$ cat src/rtl/ssd_scan_ctrl.sv
// Multiplexed seven-segment driver: binary value in over valid/ready, shift-add-3 BCD
// (or hex pass-through) into a display register, scanned across DIGITS common-anode digits.
module ssd_scan_ctrl #(
    parameter int DATA_W       = 13,
    parameter int DIGITS       = 4,
    parameter int REFRESH_BITS = 18
) (
    input  logic              clk,
    input  logic              rst_n,
    input  logic [DATA_W-1:0] val_in,
    input  logic              val_valid,
    output logic              val_ready,
    input  logic              hex_mode,
    input  logic              blank_lz,
    output logic              overflow,
    output logic [DIGITS-1:0] anode,
    output logic [6:0]        seg
);

    // Number of decimal digits in 2**w-1, so the accumulator never loses a carry.
    function automatic int dec_digits(input int w);
        longint v;
        int     n;
        v = (longint'(1) << w) - 1;
        n = 1;
        for (int k = 0; k < 20; k++) begin
            if (v >= 10) begin
                v = v / 10;
                n = n + 1;
            end
        end
        return n;
    endfunction

    function automatic logic [6:0] seg_decode(input logic [3:0] nib);
        case (nib)
            4'h0:    return 7'b0000001;
            4'h1:    return 7'b1001111;
            4'h2:    return 7'b0010010;
            4'h3:    return 7'b0000110;
            4'h4:    return 7'b1001100;
            4'h5:    return 7'b0100100;
            4'h6:    return 7'b0100000;
            4'h7:    return 7'b0001111;
            4'h8:    return 7'b0000000;
            4'h9:    return 7'b0000100;
            4'hA:    return 7'b0001000;
            4'hB:    return 7'b1100000;
            4'hC:    return 7'b0110001;
            4'hD:    return 7'b1000010;
            4'hE:    return 7'b0110000;
            default: return 7'b0111000;
        endcase
    endfunction

    localparam int BCD_N = dec_digits(DATA_W);
    localparam int HEX_N = (DATA_W + 3) / 4;
    localparam int NIB_A = (BCD_N > HEX_N) ? BCD_N : HEX_N;
    localparam int NIB   = (NIB_A > DIGITS) ? NIB_A : DIGITS;
    localparam int ACC_W = NIB * 4;
    localparam int CNT_W = $clog2(DATA_W + 1);
    localparam int IDX_W = (DIGITS > 1) ? $clog2(DIGITS) : 1;

    localparam logic [1:0] S_IDLE = 2'd0;
    localparam logic [1:0] S_CONV = 2'd1;
    localparam logic [1:0] S_DONE = 2'd2;

    logic [1:0]              state;
    logic [DATA_W-1:0]       shreg;
    logic [ACC_W-1:0]        acc;
    logic [ACC_W-1:0]        acc_adj;
    logic [CNT_W-1:0]        cnt;
    logic [DIGITS*4-1:0]     disp;
    logic                    ovf;
    logic [REFRESH_BITS-1:0] presc;
    logic [IDX_W-1:0]        idx;
    logic [DIGITS*4-1:0]     disp_sh;
    logic [6:0]              seg_next;

    // A value transfers on a clock where val_valid && val_ready; val_ready is high only
    // in IDLE and a valid seen while it is low is dropped, never queued.
    assign val_ready = (state == S_IDLE);
    assign overflow  = ovf;

    always_comb begin
        acc_adj = acc;
        for (int k = 0; k < NIB; k++) begin
            if (acc[4*k +: 4] >= 4'd5)
                acc_adj[4*k +: 4] = acc[4*k +: 4] + 4'd3;
        end
    end

    always_ff @(posedge clk) begin
        if (!rst_n) begin
            state <= S_IDLE;
            shreg <= '0;
            acc   <= '0;
            cnt   <= '0;
            disp  <= '0;
            ovf   <= 1'b0;
        end else begin
            case (state)
                S_IDLE: begin
                    if (val_valid) begin
                        if (hex_mode) begin
                            acc   <= ACC_W'(val_in);
                            state <= S_DONE;
                        end else begin
                            shreg <= val_in;
                            acc   <= '0;
                            cnt   <= CNT_W'(DATA_W);
                            state <= S_CONV;
                        end
                    end
                end
                S_CONV: begin
                    acc   <= {acc_adj[ACC_W-2:0], shreg[DATA_W-1]};
                    shreg <= shreg << 1;
                    cnt   <= cnt - CNT_W'(1);
                    if (cnt == CNT_W'(1))
                        state <= S_DONE;
                end
                S_DONE: begin
                    // Display register only changes here, so the scan never sees a half-built value.
                    disp  <= acc[DIGITS*4-1:0];
                    ovf   <= ((acc >> (DIGITS * 4)) != '0);
                    state <= S_IDLE;
                end
                default: state <= S_IDLE;
            endcase
        end
    end

    always_comb begin
        disp_sh = disp >> {idx, 2'b00};
        if (ovf)
            seg_next = 7'b1111110;
        else if (blank_lz && (idx != '0) && (disp_sh == '0))
            seg_next = 7'b1111111;
        else
            seg_next = seg_decode(disp_sh[3:0]);
    end

    always_ff @(posedge clk) begin
        if (!rst_n) begin
            presc <= '0;
            idx   <= '0;
            anode <= '1;
            seg   <= 7'b1111111;
        end else begin
            presc <= presc + REFRESH_BITS'(1);
            if (presc == '1)
                idx <= (idx == IDX_W'(DIGITS - 1)) ? '0 : idx + IDX_W'(1);
            anode <= ~(DIGITS'(1) << idx);
            seg   <= seg_next;
        end
    end

endmodule

$ cat config.mk
export PLATFORM = sky130hd
export DESIGN_NAME = ssd_scan_ctrl
export DESIGN_NICKNAME = d
export VERILOG_FILES = /design/src/rtl/ssd_scan_ctrl.sv
export SDC_FILE = /design/constraint.sdc
export NUM_CORES = 1
export LEC_CHECK = 0
export CORE_ASPECT_RATIO = 2
export CORE_MARGIN = 2
export CORE_UTILIZATION = 50
export CTS_CLUSTER_DIAMETER = 120
export DETAILED_ROUTE_END_ITERATION = 6
export HOLD_SLACK_MARGIN = 0.08
export PLACE_DENSITY_LB_ADDON = 0.2
export SYNTH_ARGS = -nofsm -noshare
export SYNTH_HDL_FRONTEND = slang
export SYNTH_SLANG_ARGS = --single-unit
export TNS_END_PERCENT = 5
$ cat constraint.sdc
create_clock -name clk -period 2.3 [get_ports clk]
set_clock_uncertainty 0.1 [all_clocks]
set_input_delay 0.46 -clock clk [delete_from_list [all_inputs] [get_ports clk]]
set_output_delay 0.46 -clock clk [all_outputs]
set_load 0.05 [all_outputs]
# ---- Word level (Yosys, flattened, before mapping)
# Memories as Yosys holds them, arrays and structs flattened. A register that Yosys moved wholly into a read port is not among the register bits.
# Index checks and enable logic that the tools add are counted.
dict set report totals {
  mem_count 1
  inputBits 18
  register_bits 75
  rom_bits 112
}
# name depth width rd rd_ports_with_merged_regs wr line_no
set memory_table {}
lappend memory_table {{(name not given)} 16 7 1 1 0 36} ;# case (nib)
dict set report op_classes {
  bitwise_logic 2
  n_mux 18
  n_addsub 7
  order_cmp 4
  n_reduce_logical 10
  eq_ne 8
  shifts 2
}
# cell n
set ops {}
lappend ops {{13-bit two-way mux} 3}
lappend ops {{16-bit case mux with 2 select lines} 1}
lappend ops {{13-bit case mux with 2 select lines} 1}
lappend ops {{4-bit two-way mux} 5}
lappend ops {{18-bit by 1-bit adder with 18-bit output, second input constant} 1}
lappend ops {{18-bit == test, second input constant} 1}
lappend ops {{4-bit by 3-bit >= comparator with 1-bit output, second input constant} 4}
lappend ops {{16-bit zero test} 1}
lappend ops {{16-bit two-way mux} 1}
lappend ops {{16-bit by 4-bit >> shifter with 16-bit output} 1}
lappend ops {{4-bit by 2-bit adder with 4-bit output, second input constant} 3}
lappend ops {{2-bit two-way mux} 4}
lappend ops {{4-bit case mux with 2 select lines} 1}
lappend ops {{2-bit inequality test, second input constant} 3}
lappend ops {{2-bit == test, second input constant} 2}
lappend ops {{4-bit by 1-bit == test with 1-bit output, second input constant} 1}
lappend ops {{4-bit NOT} 1}
lappend ops {{2-bit case mux with 2 select lines} 1}
lappend ops {{2-bit AND reduction} 2}
lappend ops {{2-bit nonzero test} 2}
lappend ops {{1-bit by 2-bit left shift with 4-bit output, first input constant} 1}
lappend ops {{4-bit by 1-bit subtractor with 4-bit output, second input constant} 1}
lappend ops {{3-bit by 2-bit adder with 3-bit output, second input constant} 1}
lappend ops {{3-bit two-way mux} 1}
lappend ops {{other kinds (7)} 8}

# ---- Depth between registers and ports, before layout
# Gate-level depths: netlist of run 1.
dict set report logic_depth {
  word_depth 4
  ltp_mapped 9
  mapped_depth_nobuf 8
}

# ---- Worst setup path before layout of run 1
# OpenSTA, ideal clock, no wires.
dict set report synth_timing {
  path_kind {reg-to-reg}
  from {register idx[0]}
  to {register seg[0]}
  n_path_buf 1
  required_ns 2.121
  arrival_ns 2.171
  setup_ns 0.079
  path_slack_ns -0.050
  stages_incl_launch_ff 10
  path_cell_list {dfxtp_1 > buf_6 > mux4_1 > inv_1 > ha_1 > nor4b_1 > nand2_1 > a31oi_1 > a31oi_1 > o211ai_1}
}
dict set report synth_via {
  elab_chain_cells 4
  elab_cells_between_ends 6
}
# element line_no
set synth_lines {}
lappend synth_lines {{start: declaration} 76} ;# logic [IDX_W-1:0] idx;
lappend synth_lines {{start signal: assignment} 153} ;# idx <= (idx == IDX_W'(DIGITS - 1)) ? '0 : idx + IDX_W'(1);
lappend synth_lines {{16-bit by 4-bit >> shifter with 16-bit output / 2-bit nonzero test (equally long branches)} {135, 138}}
lappend synth_lines {{16-bit zero test / 1-bit logical AND (equally long branches)} 138} ;# else if (blank_lz && (idx != '0) && (disp_sh == '0))
lappend synth_lines {{1-bit logical AND} 138}
lappend synth_lines {{2-bit OR reduction (no source line)} --}
lappend synth_lines {{end signal: assignment} 155} ;# seg <= seg_next;
lappend synth_lines {{end: declaration} 17} ;# output logic [6:0] seg
# Several ways; a longest one is shown, not always the timed one.
# A chain may end at the register's enable or synchronous reset.

# ---- Worst setup path in the final report of run 1
# Same ends and word-level chain as after synthesis.

==> results.sh, run 1 <==
export IMPL_status="complete, no violations"
export IMPL_route_detailed_drc=0
export IMPL_drive_gt1_share_pct=10.4
export IMPL_nNetsFinal=535
export IMPL_clk_latency_ps=330
export IMPL_path_buf_inv=1
export IMPL_setup_worst_path_class="reg -> reg"
export IMPL_finalWeightedCongestion=0.830
export IMPL_vdd_ir_drop_max_mv=0.660
export IMPL_leakagePower_nw=1.76
export IMPL_area_growth_synth_to_final_pct=20.4
export IMPL_netSwitchingFraction_pct=24.3
export IMPL_routed_wire_length_um=8620
export IMPL_synth_async_reset_ratio_pct=0
export IMPL_holdWs_ps=357
export IMPL_internal_power_mw=2.66
export IMPL_total_switching_power_mw=0.855
export IMPL_worst_r2r_path_depth=8
export IMPL_power_share_clock_pct=43.1
export IMPL_h_tree_depth=3
export IMPL_seq_area_frac_synth_pct=41.8
export IMPL_avgViaCountPerCell=5.59
export IMPL_min_clock_period_post_route_ps=2180
export IMPL_powerDensity_nw_per_um2=744
export IMPL_grt_first_pass_wirelength_um=14700
export IMPL_worst_slew_pin_transition_ps=568
export IMPL_cts_clk_slew_worst_paths_ps=60
export IMPL_cp_num_cells=8
export IMPL_grt_antenna_before_repair=0
export IMPL_n_antenna_cell=0
export IMPL_critPathCaptureType="flop"
export IMPL_timing_critical_path_max_delay_family="multiplexers"
export IMPL_critical_path_top_cell_by_count="sky130_fd_sc_hd__a31oi_4"
export IMPL_max_cap_violations=0
export IMPL_postSynthNetCount=502
export IMPL_cts_buffers_inserted=9
export IMPL_post_synth_top_area_cell="sky130_fd_sc_hd__dfxtp_1"
export IMPL_post_synth_inst_count=464
export IMPL_power_frac_seq_pct=44.2
export IMPL_final_hold_viol_count=0
export IMPL_comb_power_share_pct=12.7
export IMPL_critical_path_slowest_cell="sky130_fd_sc_hd__mux4_2"
export IMPL_number_of_storage_elements_in_the_synthesis_netlist=82
export IMPL_achievable_frequency_ghz=0.459
export IMPL_yosys_most_used_dff="sky130_fd_sc_hd__dfxtp_1"
export IMPL_total_number_of_clock_tree_sinks=82
export IMPL_synth_top_cells_by_area="sky130_fd_sc_hd__dfxtp_1, sky130_fd_sc_hd__nand2_1, sky130_fd_sc_hd__a21oi_1"
export IMPL_yosysWarningCount=0
export IMPL_initialDrtViolationCount=152
export IMPL_synth_edf_count=0
export IMPL_die_w_um=66.7
export IMPL_std_cell_rows=45
export IMPL_max_transition_viols_final=0
export IMPL_clock_path_buffers=2
export IMPL_worstPathArrival_ps=2330
export IMPL_cts_tree="yes"
export IMPL_root_buffer="sky130_fd_sc_hd__clkbuf_16"
export IMPL_synth_cells_most_frequent="sky130_fd_sc_hd__dfxtp_1, sky130_fd_sc_hd__nand2_1, sky130_fd_sc_hd__a21oi_1"
export IMPL_worstHoldPathType="reg -> reg"
export IMPL_detailedRoute_firstPassIterationCount=4
export IMPL_crit_path_start_kind="flop"
export IMPL_start_util_pct=51.7
export IMPL_routed_via_count=3329
export IMPL_hold_path_cell_count=2
export IMPL_floorplan_die_area_um2=8620
export IMPL_timing_critical_path_cells="mux4_2 -> inv_1 -> ha_1 -> nor4b_2 -> nand2_2 -> a31oi_4 -> a31oi_4 -> o211ai_1"
export IMPL_pin_count_of_the_biggest_net_entering_global_routing=45
export IMPL_post_cts_repair_setup_buffers=0
export IMPL_final_setup_viol_count=0
export IMPL_wire_per_inst_um=14.5
export IMPL_die_height_um=129
export IMPL_fp_coreArea_um2=7600
export IMPL_port_buffers=29
export IMPL_area_share_of_the_largest_cell_type_after_synthesis_pct=41.8
export IMPL_post_detailed_placement_half_perimeter_wirelength_um=6390
export IMPL_layout_worst_path_cycle_share_pct=94.7
export IMPL_worst_path_largest_cell_delay_ps=510
export IMPL_postLayoutCoreUtil_pct=62.2
export IMPL_num_ports=31
export IMPL_required_ps=2450
export IMPL_maxSlewHeadroom_pct=62.1
export IMPL_synth_avg_cell_area_um2=8.46
export IMPL_ant_nets=0
export IMPL_grt_pass1_vias=3271
export IMPL_post_synth_top_count_cell="sky130_fd_sc_hd__dfxtp_1"
export IMPL_grt_util_all_layers_pct=22.2
export IMPL_synth_cell_area_um2=3930
export IMPL_synth_lib_cells_used_distinct=51
export IMPL_worstPathMaxFanout=7
export IMPL_grt_overflow_total=0
[routing by layer]
| metal | vias to the layer above | GRT usage (%) | share of wire [%] |
|---|---|---|---|
| li1 | 1671 | - | - |
| met5 | - | 0 | 0 |
| met1 | 1575 | 21.4 | 37 |
| met3 | 21 | 5.12 | 3.0 |
| met4 | 0 | 10.2 | 3.0 |
| met2 | 62 | 42.6 | 57 |
[cell families (layout without fill, tap and decap cells)]
logic type                 after synthesis  after routing  share of synthesized area (%)
DFF                                     82             82                           41.8
muxes                                    8              8                           3.57
AOI/OAI and AO/OA                      115            115                           18.3
xor gates and xnor gates                21             21                           4.68
and+or+nand+nor                        173            173                           20.2
adders and majority gates               20             20                           6.37
other                                    1              1                         0.0955
buffers and inverters                   44             82                           5.00
[final cells by class]
type                            count  area, µm²
Clock buffer                       14        254
Clock inverter                      2       60.1
Fill cell                         688       2870
Inverter                           17       63.8
Multi-Input combinational cell    338       2140
Sequential cell                    82       1640
Tap cell                           94        118
Timing Repair Buffer               49        450
[worst paths after layout]
path	start	endpoint	slack (ps)
worst max register to register	idx[0]	seg[0]	120
worst min register to register	disp[1]	disp[1]	360
worst min-delay path	disp[1]	disp[1]	360
worst max-delay path	idx[0]	seg[0]	120
[registers in the layout, indices dropped and copies added, names as in the netlist, 4 cells and up]
| signal | count |
|---|---|
| acc | 16 |
| anode | 4 |
| cnt | 4 |
| seg | 7 |
| shreg | 13 |
| presc | 18 |
| disp | 16 |
[metrics by stage]
| stage | TNS (ps) | instances | area [µm²] | worst slack [ps] | power [mW] |
|---|---|---|---|---|---|
| 2_1_floorplan | 0 | 464 | 3920 | 6.11 | 1.88 |
| 3_3_place_gp | 0 | 580 | 4360 | 84.4 | 2.01 |
| 3_5_place_dp | 0 | 580 | 4360 | 1.88 | 2.03 |
| 4_1_cts | 0 | 596 | 4680 | 34.3 | 3.54 |
| 5_1_grt | -6.92 | 596 | 4730 | -6.92 | 3.67 |
| 6_report | 0 | 596 | 4730 | 123 | 3.52 |
[worst reg2reg max path: cells and delay by family, from the launching register on]
| kind | cells | cell delay (ps) |
|---|---|---|
| multiplexers | 1 | 510 |
| AO/OA/AOI/OAI | 3 | 470 |
| AND/OR/NAND/NOR | 2 | 370 |
| flip-flops | 1 | 360 |
| adder cells (fa/ha/maj) | 1 | 200 |
| buffers and inverters | 1 | 90 |
[cells in the final DEF, fill, tap and decap left out, types with 2 or more instances in the layout]
cell	synthesis	layout
sky130_fd_sc_hd__and2_1	4	4
sky130_fd_sc_hd__nor2b_1	4	4
sky130_fd_sc_hd__xnor2_1	12	12
sky130_fd_sc_hd__nor3_1	8	8
sky130_fd_sc_hd__nand2_1	76	75
sky130_fd_sc_hd__a32oi_1	4	4
sky130_fd_sc_hd__bufinv_16	0	2
sky130_fd_sc_hd__nand3b_1	3	3
sky130_fd_sc_hd__o21ai_1	4	4
sky130_fd_sc_hd__a31oi_4	0	2
sky130_fd_sc_hd__o31ai_1	3	2
sky130_fd_sc_hd__ha_1	20	20
sky130_fd_sc_hd__clkbuf_1	14	4
sky130_fd_sc_hd__nand3_1	8	8
sky130_fd_sc_hd__nor2_1	45	45
sky130_fd_sc_hd__clkbuf_16	0	9
sky130_fd_sc_hd__and4_1	2	2
sky130_fd_sc_hd__xor2_1	9	9
sky130_fd_sc_hd__o21ai_0	9	9
sky130_fd_sc_hd__nand2b_1	8	8
sky130_fd_sc_hd__nand4_1	4	4
sky130_fd_sc_hd__a221oi_1	3	3
sky130_fd_sc_hd__inv_2	2	2
sky130_fd_sc_hd__a211oi_1	6	6
sky130_fd_sc_hd__buf_4	1	20
sky130_fd_sc_hd__mux4_2	3	4
sky130_fd_sc_hd__a21o_1	3	3
sky130_fd_sc_hd__dfxtp_1	82	81
sky130_fd_sc_hd__a21oi_1	52	52
sky130_fd_sc_hd__o211ai_1	4	4
sky130_fd_sc_hd__a311oi_1	4	4
sky130_fd_sc_hd__a22oi_1	16	16
sky130_fd_sc_hd__clkdlybuf4s50_1	0	28
sky130_fd_sc_hd__or3_1	3	3
sky130_fd_sc_hd__mux2i_1	2	2
sky130_fd_sc_hd__inv_1	15	15
[what timing repair did]
| action | CTS | global route |
|---|---|---|
| gates resized for setup | 1 | 8 |
| hold buffers | 0 | 0 |
| endpoints found under the setup margin | 2 | 7 |
[power groups by stage]
stage | Combinational (mW) | Clock (mW) | Sequential (mW)
final | 0.447 | 1.51 | 1.55
after global routing | 0.497 | 1.61 | 1.56
after CTS | 0.446 | 1.54 | 1.55
after detailed placement | 0.442 | 0 | 1.58
after global placement | 0.430 | 0 | 1.58
after floorplan | 0.285 | 0 | 1.59
(Power assumes the default switching activity.)
==> inputs of run 2 (changes only) <==
--- a/config.mk
+++ b/config.mk
@@ -11,7 +11,7 @@
 export CTS_CLUSTER_DIAMETER = 120
 export DETAILED_ROUTE_END_ITERATION = 6
 export HOLD_SLACK_MARGIN = 0.08
-export PLACE_DENSITY_LB_ADDON = 0.2
+export PLACE_DENSITY = 0.7
 export SYNTH_ARGS = -nofsm -noshare
 export SYNTH_HDL_FRONTEND = slang
 export SYNTH_SLANG_ARGS = --single-unit
==> results.sh, run 2 (synthesized netlist as in run 1, its figures left out) <==
export IMPL_status="complete, no violations"
export IMPL_area_growth_synth_to_final_pct=20.2
export IMPL_cts_tree="yes"
export IMPL_routed_wire_length_um=8690
export IMPL_cts_clk_slew_worst_paths_ps=60
export IMPL_final_area_um2=4720
export IMPL_r2r_setup_slack_ps=100
export IMPL_port_buffers=29
export IMPL_final_hold_viol_count=0
export IMPL_ant_nets=0
export IMPL_max_cap_violations=0
export IMPL_clock_path_buffers=2
export IMPL_largest_register_ff_count=18
export IMPL_setup_worst_path_class="reg -> reg"
export IMPL_die_w_um=66.7
export IMPL_reg_largest_list="presc: 18 flops, acc: 16 flops, disp: 16 flops"
export IMPL_cts_hold_buffers_added=0
export IMPL_worstPathArrival_ps=2360
export IMPL_vdd_ir_drop_max_mv=0.509
export IMPL_std_cell_rows=45
export IMPL_grt_antenna_before_repair=0
export IMPL_worstHoldPathType="reg -> reg"
export IMPL_worst_r2r_path_depth=8
export IMPL_maxSlewHeadroom_pct=61.6
export IMPL_grt_overflow_total=0
export IMPL_total_number_of_clock_tree_sinks=82
export IMPL_fp_coreArea_um2=7600
export IMPL_h_tree_depth=3
export IMPL_post_cts_repair_setup_buffers=0
export IMPL_powerDensity_nw_per_um2=737
export IMPL_grt_first_pass_wirelength_um=14500
export IMPL_reg_to_reg_critical_path_startpoint="idx[0]"
export IMPL_largest_reg_by_ff_count="presc"
export IMPL_crit_start="idx[0]"
export IMPL_achievable_frequency_ghz=0.454
export IMPL_detailedRoute_firstPassIterationCount=4
export IMPL_finalWeightedCongestion=0.863
export IMPL_grt_pass1_vias=3250
export IMPL_layout_common_cells="sky130_fd_sc_hd__dfxtp_1, sky130_fd_sc_hd__nand2_1, sky130_fd_sc_hd__a21oi_1"
export IMPL_crit_path_start_kind="flop"
export IMPL_routed_via_count=3328
export IMPL_worstPathMaxFanout=7
export IMPL_min_clock_period_post_route_ps=2200
export IMPL_max_transition_viols_final=0
export IMPL_worst_slew_pin_transition_ps=576
export IMPL_fillerInstances=671
export IMPL_worstSetupEndpoint="seg[4]"
export IMPL_ctsResizeCount=1
export IMPL_start_util_pct=51.7
export IMPL_pin_count_of_the_biggest_net_entering_global_routing=42
export IMPL_commonest_non_fill_non_tap_cell_in_the_layout="sky130_fd_sc_hd__dfxtp_1"
export IMPL_avgViaCountPerCell=5.61
export IMPL_final_setup_viol_count=0
export IMPL_root_buffer="sky130_fd_sc_hd__clkbuf_16"
export IMPL_drive_gt1_share_pct=10.0
export IMPL_required_ps=2450
export IMPL_clk_latency_ps=340
export IMPL_die_height_um=129
export IMPL_num_ports=31
export IMPL_route_detailed_drc=0
export IMPL_placedInstanceArea_um2=4360
export IMPL_critPathCaptureType="flop"
export IMPL_n_antenna_cell=0
export IMPL_layout_worst_path_cycle_share_pct=95.9
export IMPL_initialDrtViolationCount=166
export IMPL_post_detailed_placement_half_perimeter_wirelength_um=6430
export IMPL_design_power_total_mw=3.48
export IMPL_grt_util_all_layers_pct=22.1
export IMPL_nNetsFinal=533
export IMPL_wire_per_inst_um=14.7
export IMPL_holdWs_ps=369
export IMPL_cts_buffers_inserted=9
export IMPL_leakagePower_nw=1.76
export IMPL_floorplan_die_area_um2=8620
export IMPL_reg2reg_to="seg[4]"
## run 2: changes by cell type in the layout (fill, tap and decap cells not counted), sizes merged
cell    delta
clkbuf     -2
buf        -2
clkinv     +1
## run 2: worst min path at each step
stage	from	to	slack, ps	cells past startpoint
final	disp[1]	disp[1]	370	2
after global routing	disp[5]	disp[5]	400	2
after CTS	disp[0]	disp[0]	360	2
after detailed placement	disp[0]	disp[0]	360	2
after global placement	presc[0]	presc[0]	340	1
after floorplan	presc[0]	presc[0]	330	1
## run 2: cell type report
type | instances | area, µm² | share of cell area (%)
Clock buffer | 12 | 236 | 5.01
Clock inverter | 3 | 65.1 | 1.38
Inverter | 17 | 63.8 | 1.35
Multi-Input combinational cell | 338 | 2150 | 45.5
Sequential cell | 82 | 1640 | 34.8
Tap cell | 94 | 118 | 2.49
Timing Repair Buffer | 47 | 448 | 9.49
## run 2: stage by stage
step / cells / worst slack (ps) / TNS (ps) / util, %
floorplan: 464 / 6.11 / 0 / -
global placement: 578 / 92.9 / 0 / 57.3
detailed placement: 578 / -23.6 / -66.4 / 57.3
CTS: 593 / 16.4 / 0 / 61.4
global route: 593 / -13.0 / -13.0 / 62.1
finish: 593 / 95.2 / 0 / 62.1
## run 2: metal layers
metal | global-route usage [%] | vias up | share of wire [%]
li1 | - | 1665 | -
met1 | 21.2 | 1565 | 36
met2 | 42.0 | 74 | 58
met3 | 4.77 | 24 | 3.0
met4 | 11.8 | 0 | 3.4
met5 | 0 | - | 0
## run 2: worst max-delay path: stages (launching register included)
cell	delay, ps
sky130_fd_sc_hd__dfxtp_2	360
sky130_fd_sc_hd__mux4_2	510
sky130_fd_sc_hd__inv_1	100
sky130_fd_sc_hd__ha_1	220
sky130_fd_sc_hd__nor4b_4	230
sky130_fd_sc_hd__nand2_2	140
sky130_fd_sc_hd__a31oi_4	190
sky130_fd_sc_hd__a31oi_4	150
sky130_fd_sc_hd__o221ai_1	120
## run 2: power breakdown
part	total [mW]	internal (mW)	switching (mW)
combinational	0.452	0.192	0.261
clock	1.47	0.943	0.532
sequential	1.55	1.49	0.0638
